==> src/rtl/wb_button_unit.sv <==
// ============================================================================
// Module   : wb_button_unit
// Brief    : Synchronised, debounced controller buttons with sticky read-clear
//            press/release flags for the W-stage sbp read path.
//            Optional release flags: define WB_BTN_RELEASE_EN.
// Revision : 1.0 - initial release
// ============================================================================
`default_nettype none

module wb_button_unit #(
    parameter int NUM_BTN      = 8,
    parameter int SEL_W        = 3,
    parameter int DEBOUNCE_CYC = 16,
    parameter int CNT_W        = 5
) (
    input  logic               clock,
    input  logic               reset,
    input  logic [NUM_BTN-1:0] raw_btn,
    input  logic               rd_en,
    input  logic [SEL_W-1:0]   rd_sel,
    input  logic [1:0]         rd_mode,
    output logic               rd_val,
    output logic [NUM_BTN-1:0] btn_state,
    output logic [NUM_BTN-1:0] press_pend,
    output logic [NUM_BTN-1:0] rel_pend
);

    localparam logic [1:0]       c_MODE_LEVEL = 2'b00;
    localparam logic [1:0]       c_MODE_PRESS = 2'b01;
    localparam logic [1:0]       c_MODE_REL   = 2'b10;
    localparam logic [CNT_W-1:0] c_CNT_LAST   = CNT_W'(DEBOUNCE_CYC - 1);

    logic [NUM_BTN-1:0] r_sync1;
    logic [NUM_BTN-1:0] r_sync2;
    logic [NUM_BTN-1:0] r_stable;
    logic [NUM_BTN-1:0] r_press;
    logic [NUM_BTN-1:0] w_accept;
    logic [NUM_BTN-1:0] w_rise;
    logic [NUM_BTN-1:0] w_hit;
    logic [NUM_BTN-1:0] w_clr_press;
    logic               w_rel_bit;

    always_ff @(posedge clock) begin
        if (reset) begin
            r_sync1 <= '0;
            r_sync2 <= '0;
        end else begin
            r_sync1 <= raw_btn;
            r_sync2 <= r_sync1;
        end
    end

    genvar gi;
    generate
        for (gi = 0; gi < NUM_BTN; gi++) begin : g_btn
            logic [CNT_W-1:0] r_cnt;
            logic             w_diff;

            assign w_diff       = r_sync2[gi] ^ r_stable[gi];
            assign w_accept[gi] = w_diff && (r_cnt == c_CNT_LAST);
            // An out-of-range select matches no button, so it reads 0 and clears nothing.
            assign w_hit[gi]    = (rd_sel == SEL_W'(gi));

            always_ff @(posedge clock) begin
                if (reset) begin
                    r_cnt <= '0;
                end else if (!w_diff || w_accept[gi]) begin
                    r_cnt <= '0;
                end else begin
                    r_cnt <= r_cnt + CNT_W'(1);
                end
            end
        end
    endgenerate

    assign w_rise      = w_accept & r_sync2;
    assign w_clr_press = {NUM_BTN{rd_en && (rd_mode == c_MODE_PRESS)}} & w_hit;

    // Set is OR-ed in after the clear mask so a coincident press is never lost.
    always_ff @(posedge clock) begin
        if (reset) begin
            r_stable <= '0;
            r_press  <= '0;
        end else begin
            r_stable <= r_stable ^ w_accept;
            r_press  <= (r_press & ~w_clr_press) | w_rise;
        end
    end

`ifdef WB_BTN_RELEASE_EN
    logic [NUM_BTN-1:0] r_rel;
    logic [NUM_BTN-1:0] w_fall;
    logic [NUM_BTN-1:0] w_clr_rel;

    assign w_fall    = w_accept & ~r_sync2;
    assign w_clr_rel = {NUM_BTN{rd_en && (rd_mode == c_MODE_REL)}} & w_hit;

    always_ff @(posedge clock) begin
        if (reset) begin
            r_rel <= '0;
        end else begin
            r_rel <= (r_rel & ~w_clr_rel) | w_fall;
        end
    end

    assign rel_pend  = r_rel;
    assign w_rel_bit = |(r_rel & w_hit);
`else
    assign rel_pend  = '0;
    assign w_rel_bit = 1'b0;
`endif

    always_comb begin
        rd_val = 1'b0;
        case (rd_mode)
            c_MODE_LEVEL: rd_val = |(r_stable & w_hit);
            c_MODE_PRESS: rd_val = |(r_press & w_hit);
            c_MODE_REL:   rd_val = w_rel_bit;
            default:      rd_val = 1'b0;
        endcase
    end

    assign btn_state  = r_stable;
    assign press_pend = r_press;

endmodule

`default_nettype wire

==> config.mk <==
export PLATFORM = sky130hd
export DESIGN_NAME = wb_button_unit
export DESIGN_NICKNAME = d
export VERILOG_FILES = /design/src/rtl/wb_button_unit.sv
export SDC_FILE = /design/constraint.sdc
export NUM_CORES = 1
export LEC_CHECK = 0
export ABC_AREA = 1
export CORE_MARGIN = 4
export CORE_UTILIZATION = 55
export CTS_BUF_LIST = sky130_fd_sc_hd__clkbuf_4
export DETAILED_ROUTE_END_ITERATION = 10
export PLACE_DENSITY_LB_ADDON = 0.15
export SYNTH_ARGS = -nofsm -noshare
export SYNTH_HDL_FRONTEND = slang
export SYNTH_SLANG_ARGS = --single-unit
==> constraint.sdc <==
create_clock -name clock -period 1.5 [get_ports clock]
set_input_delay 0.225 -clock clock [delete_from_list [all_inputs] [get_ports clock]]
set_output_delay 0.225 -clock clock [all_outputs]
set_load 0.05 [all_outputs]
* Word-level counts from Yosys, hierarchy flattened
Index checks and enable logic that the tools add are counted.
** Word-level totals
- Logic and storage cells :: 90
- Input port bits :: 16
- Output and inout port bits :: 25
- Bits in registers :: 72
** Operators by class
- Bitwise gates (word level) :: 16
- Reduce and logical (&&, ||, !) cells :: 37
- Equality and inequality tests :: 16
- Muxes and demuxes :: 1
- Add/sub/neg operators :: 8
** Operators by type and width (count)
- $add 5x1->5 const B :: 8
- $and 8x8->8 :: 5
- $eq 5x4->1 const B :: 8
- $reduce_or 2->1 :: 8
- $reduce_or 8->1 :: 2
- $eq 3x3->1 const B :: 4
- $logic_and 1x1->1 :: 9
- $logic_not 1->1 :: 8
- $logic_or 1x1->1 :: 8
- $not 8->8 :: 1
- $or 8x8->8 :: 1
- $xor 1x1->1 :: 8
- $xor 8x8->8 :: 1
- $eq 3x2->1 const B :: 2
- $eq 3x1->1 const B :: 1
- $logic_not 3->1 :: 1
- $eq 2x1->1 const B :: 1
- $logic_not 2->1 :: 1
- $pmux 1 s2 :: 1

* Longest topological paths before layout
- Depth after elaboration :: 6
- Gate-level depth with buffers :: 8
- Mapped depth without buffers :: 7

* Worst setup path after synthesis
OpenSTA, ideal clock, no wires.
- Path type :: register to output
- Start point :: register (tool-made name)
- End point :: output port rd_val
- Arrival time :: 1.417 ns
- Path slack :: -0.142 ns
- Stages on the path, launching flop included :: 7
- Path buffers :: 0
- Required time :: 1.275 ns
- Path through :: dfxtp_1 > nand4_1 > nand2_1 > nor2_1 > nand2_1 > nand2_1 > nand2_1
** RTL lines
- end: declaration :: line 22 : output logic rd_val,

* Worst setup path in the final report
- Start point :: register r_press[3] (netlist: press_pend[3])
- End point :: output port rd_val
** On the way
- Cells in the longest elaborated chain, start to end :: 3
** RTL lines
- start: declaration :: line 36 : logic [NUM_BTN-1:0] r_press;
- start signal: assignment :: line 86 : r_press <= (r_press & ~w_clr_press) | w_rise;
- $and 8x8->8 :: line 117 : c_MODE_PRESS: rd_val = |(r_press & w_hit);
- $reduce_or 8->1 :: line 117
- $pmux 1 s2 :: line 115 : case (rd_mode)
No other way between the ends.

==> impl_metrics.tcl <==
set metrics [dict create \
    status "complete, but fails checks" \
    violations "negative setup slack" \
    dp.cells 477 \
    overflow 0 \
    tightest_slew_ns 0.530 \
    cts-buffers-inserted 9 \
    drt_iter0_drc 193 \
    crit_path_start_kind "flop" \
    setup-tns-final_ns -0.102 \
    crit_family "simple AND/OR/NAND/NOR gates" \
    hold_viol 0 \
    fin_nets 473 \
    wl_per_cell_um 12.4 \
    core_um2 5240 \
    clk_pin_slew_ns 0.11 \
    row_count 26 \
    die_w_um 82.5 \
    ir_drop_v 0.000611 \
    top_level_ports 41 \
    cts_hold_buf 0 \
    final.setup_skew_ns 0.00670 \
    die_y_um 82.5 \
    slowest_delay_ns 0.38 \
    setup_violations 1 \
    gp_congestion 0.844 \
    min_period_over_period 1.07 \
    netlist.area_leader.share 0.472 \
    seq_area_um2 1500 \
    final_cell_count_no_fill 515 \
    cts_sinks 72 \
    post-route-worst-setup-slack_ns -0.102 \
    grt_usage 0.200 \
    ys_seq_elements 72 \
    yosysUniqueCellTypes 23 \
    netlist_top_cells_area "dfxtp_1 47%, nor2_1 8.6%, ha_1 6.6%" \
    routed_wl_um 6370 \
    final_common_cell "nor2_1" \
    path_cells "nand4_1, nand2_1, nor2_1, nand2_1, nand2_2, nand2_2, buf_12" \
    avgViaCountPerCell 5.18 \
    period_minus_slack_ns 1.60 \
    tritoncts "yes" \
    first_global_vias 2369 \
    dr.pass1.iters 6 \
    clock_latency_ns 0.40 \
    routed-via-count 2670 \
    dp_slack_ns -0.281 \
    synth_largest_area_cell "dfxtp_1" \
    dpl.hpwl_um 4100 \
    relSlewSlack 0.645 \
    root_buffer "clkbuf_4" \
    portBuffers 32 \
    ant_nets 0 \
    synthCells 370 \
    crit_fanout 3 \
    critPathRequiredTime_ns 1.27 \
    antenna_found_initial 0 \
    grt_pass1_wl_um 10200 \
    power_density_nw_per_um2 795 \
    dieArea_um2 6810 \
    fmax_ghz 0.624 \
    place_area_um2 3550 \
    clock_path_buffers 2 \
    drcViolationCount 0 \
    antenna_cells 0 \
    mappedNetlistArea_um2 3050 \
    synth-seq-area-share 0.472 \
    cp_slowest_cell "dfxtp_2" \
    ys_warn_count 0 \
    endpoint_kind "output port" \
    multi_input_area_um2 1420 \
    cts_htree_levels 3 \
    fillers 404 \
    grt_max_degree 25 \
    arrival_ns 1.38 \
    slew_viol_final 0 \
    path_class "flop to output port" \
    crit_buf_inv 1 \
    avgSynthCellArea_um2 8.25 \
    drv_cap 0 \
    final_area_um2 3960 \
    p_leak_nw 1.62 \
    rsz0062_at_grt "true" \
    final_layout_size_suffix_gt1_frac 0.306 \
    syn_to_final_growth_pct 29.5 \
    hold_path_class "input pin to flop" \
    start_util 0.583 \
    final_cell_mix "68 x nor2_1, 46 x nand2_1, 44 x dfxtp_1, 44 x buf_4, 40 x inv_1" \
]
## path summary, 6_finish.rpt
kind	slack, ns	startpoint	cells past startpoint	to
hold reg to reg	0.41	r_sync1[6]$_SDFF_PP0_	2	r_sync2[6]$_SDFF_PP0_
setup reg to reg	0.02	g_btn[6].r_cnt[1]$_SDFF_PP0_	7	g_btn[6].r_cnt[2]$_SDFF_PP0_
setup / recovery	-0.10	press_pend[3]$_SDFF_PP0_	7	rd_val
hold / removal	0.32	raw_btn[4]	3	r_sync1[4]$_SDFF_PP0_
## per-layer routing
metal / track usage / wire length [um]
met5: 0 / 0
met4: 0.0997 / 200
met3: 0.0640 / 461
met2: 0.331 / 3060
met1: 0.231 / 2650
## synth_stat cells, drive strengths merged
| library cell | number |
|---|---|
| nand3 | 30 |
| conb | 1 |
| o211ai | 8 |
| nor2 | 71 |
| ha | 16 |
| buf | 17 |
| nand2 | 51 |
| dfxtp | 72 |
| o21ai | 8 |
| nor3b | 9 |
| nor3 | 6 |
| inv | 45 |
| nand4 | 20 |
| a21oi | 16 |
## power breakdown
| group | switching [W] | internal, W | total [W] |
|---|---|---|---|
| Combinational | 0.000147 | 0.0000906 | 0.000237 |
| Sequential | 0.0000192 | 0.00192 | 0.00194 |
| Clock | 0.000633 | 0.000334 | 0.000968 |
| Total | 0.000799 | 0.00235 | 0.00314 |
## cell type report
| type | instances | area share |
|---|---|---|
| clock buffers | 10 | 0.0190 |
| clock inverters | 5 | 0.00633 |
| inverters | 45 | 0.0433 |
| multi-input cells | 243 | 0.359 |
| flip-flops and latches | 72 | 0.380 |
| well taps | 70 | 0.0221 |
| repair buffers | 70 | 0.171 |
## per-stage QoR
step / utilization / hold WS, ns / total power, W
after floorplan: - / 0.332 / 0.00216
after global placement: 0.678 / 0.391 / 0.00221
after detailed placement: 0.678 / 0.394 / 0.00222
after CTS: 0.729 / 0.294 / 0.00318
after global routing: 0.755 / 0.289 / 0.00329
final: 0.755 / 0.324 / 0.00314
## timing repair
action                                  in CTS  in global routing
pin swaps                                    6                 12
endpoints found under the setup margin       5                 33
hold endpoints to repair                     0                  0
gates resized for setup                     18                 36
gates cloned                                 1                  0
setup buffers                               16                  6
## tightest hold or removal path, cell delays in order
cell and delay (ns):
clkdlybuf4s50_1 0.39, inv_1 0.05, nor2_1 0.03
## kinds of logic after synthesis
family	Yosys count	synth area share
AND/OR/NAND/NOR	187	0.283
flip-flops	72	0.472
buffers and inverters	62	0.101
AO/OA/AOI/OAI	32	0.0770
adder cells (fa/ha/maj)	16	0.0655
other	1	0.00123
No activity file was read; power rests on OpenSTA's default activity.
